==> config.mk <==
export PLATFORM = sky130hd
export DESIGN_NAME = lif_step_scheduler
export DESIGN_NICKNAME = d
export VERILOG_FILES = /design/src/rtl/lif_step_scheduler.sv
export SDC_FILE = /design/constraint.sdc
export NUM_CORES = 1
export LEC_CHECK = 0
export BUFFER_PORTS_ARGS = -buffer_cell sky130_fd_sc_hd__buf_2
export CAP_MARGIN = 20
export CELL_PAD_IN_SITES_DETAIL_PLACEMENT = 1
export CELL_PAD_IN_SITES_GLOBAL_PLACEMENT = 1
export CORE_ASPECT_RATIO = 0.8
export CORE_MARGIN = 3
export CORE_UTILIZATION = 40
export CTS_CLUSTER_SIZE = 14
export DETAILED_ROUTE_END_ITERATION = 6
export PLACE_DENSITY = 0.75
export SLEW_MARGIN = 20
export SYNTH_ARGS = -nofsm -noshare
export SYNTH_HDL_FRONTEND = slang
export SYNTH_SLANG_ARGS = --single-unit
export TNS_END_PERCENT = 1
==> constraint.sdc <==
create_clock -name clk -period 7.15 [get_ports clk]
set_input_delay 1.0725 -clock clk [delete_from_list [all_inputs] [get_ports clk]]
set_output_delay 1.0725 -clock clk [all_outputs]
set_load 0.02 [all_outputs]
==> src/rtl/lif_step_scheduler.sv <==
// lif_step_scheduler: time-multiplexed leaky integrate-and-fire update sequencer
// Ports: clk/rst (sync, active-high); step_start pulse begins a timestep over all neurons;
// cur_in is the current for cur_idx, sampled in FETCH; threshold/leak_shift held while busy;
// spike_valid/spike_idx report each fire; spike_vec holds the last step's fires; done ends a step.
module lif_step_scheduler #(
   parameter int NUM_NEURONS = 4,
   parameter int W = 8,
   parameter int REFRACT = 2,
   localparam int IW = (NUM_NEURONS > 1) ? $clog2(NUM_NEURONS) : 1,
   localparam int RW = (REFRACT > 0) ? $clog2(REFRACT + 1) : 1
) (
   input  logic                   clk,
   input  logic                   rst,
   input  logic                   step_start,
   input  logic [W-1:0]           cur_in,
   input  logic [W-1:0]           threshold,
   input  logic [2:0]             leak_shift,
   output logic [IW-1:0]          cur_idx,
   output logic                   busy,
   output logic                   spike_valid,
   output logic [IW-1:0]          spike_idx,
   output logic [NUM_NEURONS-1:0] spike_vec,
   output logic                   done
);
   typedef enum logic [1:0] {IDLE, FETCH, UPDATE, DONE} state_t;
   state_t state_q, state_d;
   logic [IW-1:0] idx_q, idx_d;
   logic [W-1:0] cur_q;
   logic [W-1:0] v_q [NUM_NEURONS];
   logic [RW-1:0] refr_q [NUM_NEURONS];
   logic [NUM_NEURONS-1:0] fires_q, spike_vec_q;
   logic spike_valid_q;
   logic [IW-1:0] spike_idx_q;
   logic last;
   logic [W-1:0] v_cur, leak, sat;
   logic [RW-1:0] r_cur;
   logic [W:0] sum;
   logic refr_busy, fire;
   always_comb begin
      last = idx_q == IW'(NUM_NEURONS - 1);
      state_d = state_q;
      idx_d = idx_q;
      unique case (state_q)
         IDLE:    state_d = step_start ? FETCH : IDLE;
         FETCH:   state_d = UPDATE;
         UPDATE: begin
            state_d = last ? DONE : FETCH;
            idx_d = last ? '0 : idx_q + IW'(1);
         end
         default: state_d = IDLE;
      endcase
   end
   // leak_shift==0 means the whole membrane leaks away before integrating
   always_comb begin
      v_cur = v_q[idx_q];
      r_cur = refr_q[idx_q];
      leak = (leak_shift == 3'd0) ? v_cur : v_cur >> leak_shift;
      sum = {1'b0, v_cur - leak} + (W + 1)'(cur_q);
      sat = sum[W] ? '1 : sum[W-1:0];
      refr_busy = r_cur != '0;
      fire = (state_q == UPDATE) && !refr_busy && (sat >= threshold);
   end
   always_ff @(posedge clk) begin
      if (rst) begin
         state_q <= IDLE;
         idx_q <= '0;
         cur_q <= '0;
         fires_q <= '0;
         spike_vec_q <= '0;
         spike_valid_q <= 1'b0;
         spike_idx_q <= '0;
         for (int i = 0; i < NUM_NEURONS; i++) begin
            v_q[i] <= '0;
            refr_q[i] <= '0;
         end
      end else begin
         state_q <= state_d;
         idx_q <= idx_d;
         spike_valid_q <= fire;
         if (fire) spike_idx_q <= idx_q;
         if (state_q == FETCH) cur_q <= cur_in;
         if (state_q == IDLE && step_start) fires_q <= '0;
         if (state_q == UPDATE) begin
            if (refr_busy) begin
               refr_q[idx_q] <= r_cur - RW'(1);
               v_q[idx_q] <= '0;
            end else if (fire) begin
               v_q[idx_q] <= '0;
               refr_q[idx_q] <= RW'(REFRACT);
               fires_q[idx_q] <= 1'b1;
            end else begin
               v_q[idx_q] <= sat;
            end
         end
         if (state_q == DONE) spike_vec_q <= fires_q;
      end
   end
   assign cur_idx = idx_q;
   assign busy = state_q != IDLE;
   assign done = state_q == DONE;
   assign spike_valid = spike_valid_q;
   assign spike_idx = spike_idx_q;
   assign spike_vec = spike_vec_q;
endmodule

==> summary.txt, run 1 <==
CTS
  • CTS tree: done
  • Max clock buf depth: 2
  • Hold_buf cts: 0
  • CTS Buf Count: 9
  • Clock tree sinks: 65
  • Post-CTS sizing: 0
  • H-tree Lvls: 3
  • Post-CTS Setup Bufs: 0
  • Clk pin slew, worst setup/hold paths: 0.05 ns
  • CTS root buf: clkbuf_16
  • Clk_lat worst skew: 0.33 ns

Global routing
  • Most used routing layer: met2
  • GRT Util Overall: 18.9%
  • First-pass GRT wire length: 16500 um
  • Total grt overflow: 0
  • Met1 Usage GRT: 25.7%
  • Met2 usage: 31.1%
  • Antenna violations before repair: 0
  • Pin count of the biggest net entering global routing: 31
  • M3 GR Usage: 4.69%
  • Vias in the first global route: 3130

Status
  • Status: complete, no violations

Synthesis
  • FFs w/ async S/R, synth: 0%
  • Synthesized flop and latch total: 65
  • Synth warn: 0
  • Post-synth EDFFs: 40
  • Area of the mapped netlist: 3970 um^2
  • Sequential share of the synthesized area: 42.9%
  • Avg Cell Area, Syn: 10.0 um^2
  • Top FF cell, synth: edfxtp_1
  • Syn nets: 447
  • Cells after Synth: 395
  • Cell variety after synth: 53

STA
  • Achievable Freq: 150 MHz
  • Final-report hold violation count: 0
  • Final Cycle Share: 93.5%
  • # setup viols final: 0
  • Max_slew headroom: 34.4%
  • Setup TNS: 0 ns
  • RSZ-0062 raised after global routing: no
  • Worst-Margin Slew: 0.982 ns
  • Setup Skew: 0.00505 ns
  • Final count of pins violating max slew: 0
  • Post-layout min period: 6.69 ns

Final layout
  • Final Util: 48.7%
  • Nets@finish: 479
  • Leading cell types in the layout, fill and taps excluded: 51 x nor2_1, 42 x nand2_1, 40 x edfxtp_1, 32 x buf_2, 30 x a21oi_1
  • Leading cell type in the layout, fill and taps excluded: nor2_1
  • Synth-to-layout area growth: 14.7%
  • Final cell count without fillers: 564
  • Ant. Diodes: 0
  • Ratio of cells with drive above 1 in the final layout: 17.1%

Worst setup path
  • Critical path class: primary input to flop
  • WP data arrival: 6.85 ns
  • Slack of the worst reg-to-reg path: 0.55 ns
  • Crit. Startpoint: leak_shift[0]
  • Worst R2R End: v_q[1][2]
  • Startpoint Class: primary input
  • Worst-path fanout max: 12
  • Critical Path RT: 7.31 ns
  • Setup crit end kind: flop
  • R2r worst-path depth: 22

Floorplanning
  • Starting density of the core: 42.4%
  • CORE AREA: 9350 um^2
  • Rows: 31
  • Die Width: 117 um
  • IO Pins: 33
  • Die Area: 11200 um^2
  • Die H: 95.1 um

Drt
  • # DRC: 0
  • Vias per inst: 5.37
  • First-pass iteration count of the detailed router: 4
  • Final ANT Viol Nets: 0
  • Vias post-DR: 3027
  • WL final: 10000 um
  • DR WL/cell: 17.8 um
  • Initial drt markers: 265

Min path
  • Worst Hold Depth: 2
  • Hold path start: spike_vec[1]
  • HP Class: flop to flop
  • Min-Delay Endpoint: spike_vec[1]

Power
  • Power per cell area: 266 nW/um^2
  • P_leak: 1.86 nW
  • Power Total: 1.21 mW
  • Peak VDD IR: 0.000129 V

Run
  • Max cap viols: 0

Placed design
  • GP Congestion: 0.857
  • IO Port Bufs: 32
  • Placed cell count: 548
  • DP HPWL: 7650 um
[cells in the mapped netlist (2+ instances only)]
library cell  instances  area, um^2
nor2_1               51         191
a21oi_1              30         150
a41o_1                2        20.0
dfxtp_1              25         500
or3_1                 4        25.0
o22ai_1               2        12.5
or2_2                 4        25.0
nand3_1               4        20.0
nand2_1              42         158
ha_1                 28         350
buf_1                 3        11.3
fa_1                  2        40.0
a21o_1                6        45.0
mux4_2               13         293
and3_1                2        12.5
xor2_1                3        26.3
a211oi_1              4        30.0
clkbuf_1              7        26.3
nand3b_1              2        15.0
a31o_2                2        17.5
nor3_1                9        45.0
buf_2                 3        15.0
edfxtp_1             40        1200
nor2b_1               7        43.8
a22o_1                4        35.0
mux2i_1              13         130
nand2b_1              9        56.3
o21ai_0              11        55.1
inv_1                28         105
mux2_2                3        33.8
a31oi_1               3        18.8
xnor2_1               4        35.0
o21bai_1              5        37.5
[through the flow]
step | setup slack [ns] | hold slack (ns) | area, um^2
2_1_floorplan | 0.983 | 0.432 | 3970
3_3_place_gp | 0.450 | 0.441 | 4260
3_5_place_dp | 0.255 | 0.445 | 4260
4_1_cts | 0.516 | 0.452 | 4550
5_1_grt | 0.115 | 0.475 | 4550
6_report | 0.464 | 0.454 | 4550
[how the worst max path moves through the flow]
stage,endpoint,cells past startpoint
detailed placement,refr_q[3][1],20
global route,v_q[1][2],22
global placement,refr_q[3][0],20
floorplan,refr_q[3][0],20
finish,v_q[1][2],20
CTS,v_q[1][2],20
[power breakdown]
part / internal [mW] / leakage (nW) / total, mW / switching [mW]
sequential: 0.411 / 0.616 / 0.421 / 0.00983
combinational: 0.134 / 1.11 / 0.354 / 0.220
clock: 0.279 / 0.140 / 0.436 / 0.157
[per-layer routing]
metal  vias up  wire length (um)
li1       1487                 -
met1      1465              4960
met2        63              4600
met3        12               378
met4         0                94
met5         -                 0
[flip-flops by register name, indices dropped and copies added, names as in the netlist, named ones only]
name         cells
v_q             32
cur_q            8
refr_q           8
fires_q          4
spike_vec        4
cur_idx          2
spike_idx        2
state_q          2
spike_valid      1
[critical path, cell delays in order]
cell and delay, ns:
buf_2 0.25, mux4_2 0.34, mux2i_1 0.22, o21ai_0 0.15
a21oi_1 0.27, ha_1 0.28, a21o_1 0.18, a41o_1 0.27
o41a_1 0.33, xor2_1 0.18, ha_1 0.37, nand2_1 0.12
o31ai_1 0.55, nor2_1 0.26, ha_1 0.33, nand2b_1 0.14
a2111o_1 0.47, a311oi_4 0.49, nand3_1 0.35, nor2_1 0.24
[layout make-up]
cell class	count	area, um^2
repair buffers	36	190
clock buffers	13	250
inverters	28	105
well taps	132	165
fillers	1054	4800
clock inverters	3	42.5
flip-flops and latches	65	1700
multi-input cells	287	2100
[logic make-up after synthesis]
kind of cell	synth area share, %
buffers and inverters	4.29
flip-flops	42.9
AND/OR/NAND/NOR	16.1
adder cells (fa/ha/maj)	9.84
XOR/XNOR	1.55
AO/OA/AOI/OAI	13.8
multiplexers	11.5
Power figures use the tool's default switching activity.
==> run 2: changes to the inputs <==
Settings changed: CORE_UTILIZATION 40 to 47, PLACE_DENSITY 0.75 to 0.86.
==> summary.txt, run 2 (same netlist as run 1, synthesis figures left out) <==
Final layout
  • Final cell count without fillers: 539 (was 564)
  • Max reg flops: 32 (unchanged)
  • Final Util: 54.9% (was 48.7%)
  • Biggest register: v_q (unchanged)
  • Ant. Diodes: 0 (unchanged)
  • Ratio of cells with drive above 1 in the final layout: 17.6% (was 17.1%)
  • Nets@finish: 478 (was 479)
  • Top Registers: v_q: 32 flops, cur_q: 8 flops, refr_q: 8 flops (unchanged)
  • Leading cell types in the layout, fill and taps excluded: 51 x nor2_1, 42 x nand2_1, 40 x edfxtp_1, 32 x buf_2, 30 x a21oi_1 (unchanged)
  • Synth-to-layout area growth: 11.5% (was 14.7%)
  • Leading cell type in the layout, fill and taps excluded: nor2_1 (unchanged)
  • Fin area: 4420 um^2 (was 4550 um^2)

Worst setup path
  • Slack of the worst reg-to-reg path: 0.65 ns (was 0.55 ns)
  • Crit. Startpoint: leak_shift[0] (unchanged)
  • Worst-path fanout max: 12 (unchanged)
  • WP data arrival: 6.67 ns (was 6.85 ns)
  • Setup crit end kind: flop (unchanged)
  • Critical Path RT: 7.26 ns (was 7.31 ns)
  • Startpoint Class: primary input (unchanged)
  • Critical path class: primary input to flop (unchanged)
  • R2r worst-path depth: 22 (unchanged)
  • Worst R2R End: refr_q[3][1] (was v_q[1][2])

Drt
  • DR WL/cell: 18.6 um (was 17.8 um)
  • Vias per inst: 5.76 (was 5.37)
  • Initial drt markers: 176 (was 265)
  • Final ANT Viol Nets: 0 (unchanged)
  • # DRC: 0 (unchanged)
  • Vias post-DR: 3107 (was 3027)
  • First-pass iteration count of the detailed router: 4 (unchanged)
  • WL final: 10000 um (about the same)

Global routing
  • First-pass GRT wire length: 16500 um (about the same)
  • GRT Util Overall: 22.7% (was 18.9%)
  • Vias in the first global route: 3245 (was 3130)
  • Pin count of the biggest net entering global routing: 31 (unchanged)
  • Antenna violations before repair: 0 (unchanged)
  • Total grt overflow: 0 (unchanged)

Floorplanning
  • Rows: 29 (was 31)
  • Starting density of the core: 49.3% (was 42.4%)
  • Die H: 88.2 um (was 95.1 um)
  • CORE AREA: 8060 um^2 (was 9350 um^2)
  • Die Area: 9590 um^2 (was 11200 um^2)
  • IO Pins: 33 (unchanged)
  • Die Width: 109 um (was 117 um)

STA
  • Post-layout min period: 6.56 ns (was 6.69 ns)
  • Final Worst Setup Slack: 0.594 ns (was 0.464 ns)
  • Setup TNS: 0 ns (unchanged)
  • Worst-Margin Slew: 0.928 ns (was 0.982 ns)
  • Setup Skew: 0.0117 ns (was 0.00505 ns)
  • Fin Hold WS: 0.465 ns (was 0.454 ns)
  • Achievable Freq: 153 MHz (was 150 MHz)
  • Final count of pins violating max slew: 0 (unchanged)
  • Max_slew headroom: 38.0% (was 34.4%)
  • Final Cycle Share: 91.7% (was 93.5%)
  • Final-report hold violation count: 0 (unchanged)
  • # setup viols final: 0 (unchanged)
  • RSZ-0062 raised after global routing: no (unchanged)

Run
  • Max cap viols: 0 (unchanged)

Power
  • P_leak: 1.83 nW (was 1.86 nW)
  • Peak VDD IR: 0.000113 V (was 0.000129 V)
  • Power per cell area: 246 nW/um^2 (was 266 nW/um^2)
  • Power Total: 1.09 mW (was 1.21 mW)

Placed design
  • DP HPWL: 7910 um (was 7650 um)
  • Post-DP Area: 4220 um^2 (was 4260 um^2)
  • Placed cell count: 523 (was 548)
  • IO Port Bufs: 32 (unchanged)
  • Place WS: 0.208 ns (was 0.255 ns)
  • GP Congestion: 0.896 (was 0.857)

CTS
  • CTS Buf Count: 9 (unchanged)
  • H-tree Lvls: 3 (unchanged)
  • Post-CTS Setup Bufs: 0 (unchanged)
  • Max clock buf depth: 2 (unchanged)
  • Clk pin slew, worst setup/hold paths: 0.08 ns (was 0.05 ns)
  • Post-CTS sizing: 0 (unchanged)
  • CTS tree: done (unchanged)
  • CTS root buf: clkbuf_8 (was clkbuf_16)
  • Hold_buf cts: 0 (unchanged)
  • Clk_lat worst skew: 0.34 ns (was 0.33 ns)
  • Clock tree sinks: 65 (unchanged)

Min path
  • Hold path start: fires_q[3] (was spike_vec[1])
  • Worst Hold Depth: 2 (unchanged)
  • HP Class: flop to flop (unchanged)
  • Min-Delay Endpoint: spike_vec[3] (was spike_vec[1])

Status
  • Status: complete, no violations (unchanged)
==> run 2: cell count changes in the layout (fill, tap and decap cells not counted), sizes merged <==
cell      change
buf           -1
clkbuf        -3
clkinv        +2
clkinvlp      -1
inv           +2
==> run 2: how the worst max path moves through the flow <==
stage                         endpoint  slack [ns]  cells past startpoint
after floorplan           refr_q[3][0]        0.98                     20
after global placement    refr_q[3][0]        0.50                     20
after detailed placement  refr_q[3][0]        0.21                     20
after CTS                 refr_q[3][1]        0.61                     20
after global routing         v_q[2][7]        0.07                     20
final                     refr_q[3][1]        0.59                     20
==> run 2: cell type report <==
type	count	area (um^2)
repair buffers	35	183
inverters	28	105
flip-flops and latches	65	1700
fillers	924	3630
multi-input cells	287	2100
clock buffers	10	138
well taps	108	135
clock inverters	6	65.1
==> run 2: routing by layer <==
layer | global-route usage [%] | wire length, um
met1 | 29.6 | 4480
met2 | 38.6 | 4990
met3 | 4.27 | 404
met4 | 6.88 | 140
met5 | 0 | 0
==> run 2: worst max-delay path, stage by stage <==
cell      delay [ns]
buf_2           0.24
mux4_2          0.35
mux2i_1         0.21
o21ai_0         0.14
a21oi_1         0.27
ha_1            0.28
a21o_1          0.17
a41o_1          0.27
o41a_1          0.33
xor2_1          0.17
ha_1            0.37
nand2_1         0.12
o31ai_1         0.56
nor2_1          0.23
ha_1            0.31
nand2b_1        0.15
a2111o_1        0.46
a31oi_1         0.46
nand2_1         0.18
a41o_1          0.30
==> run 2: power breakdown <==
part           leakage [nW]  switching, mW  internal [mW]
Clock                 0.107          0.149          0.171
Combinational          1.10          0.215          0.132
Sequential            0.616         0.0103          0.410
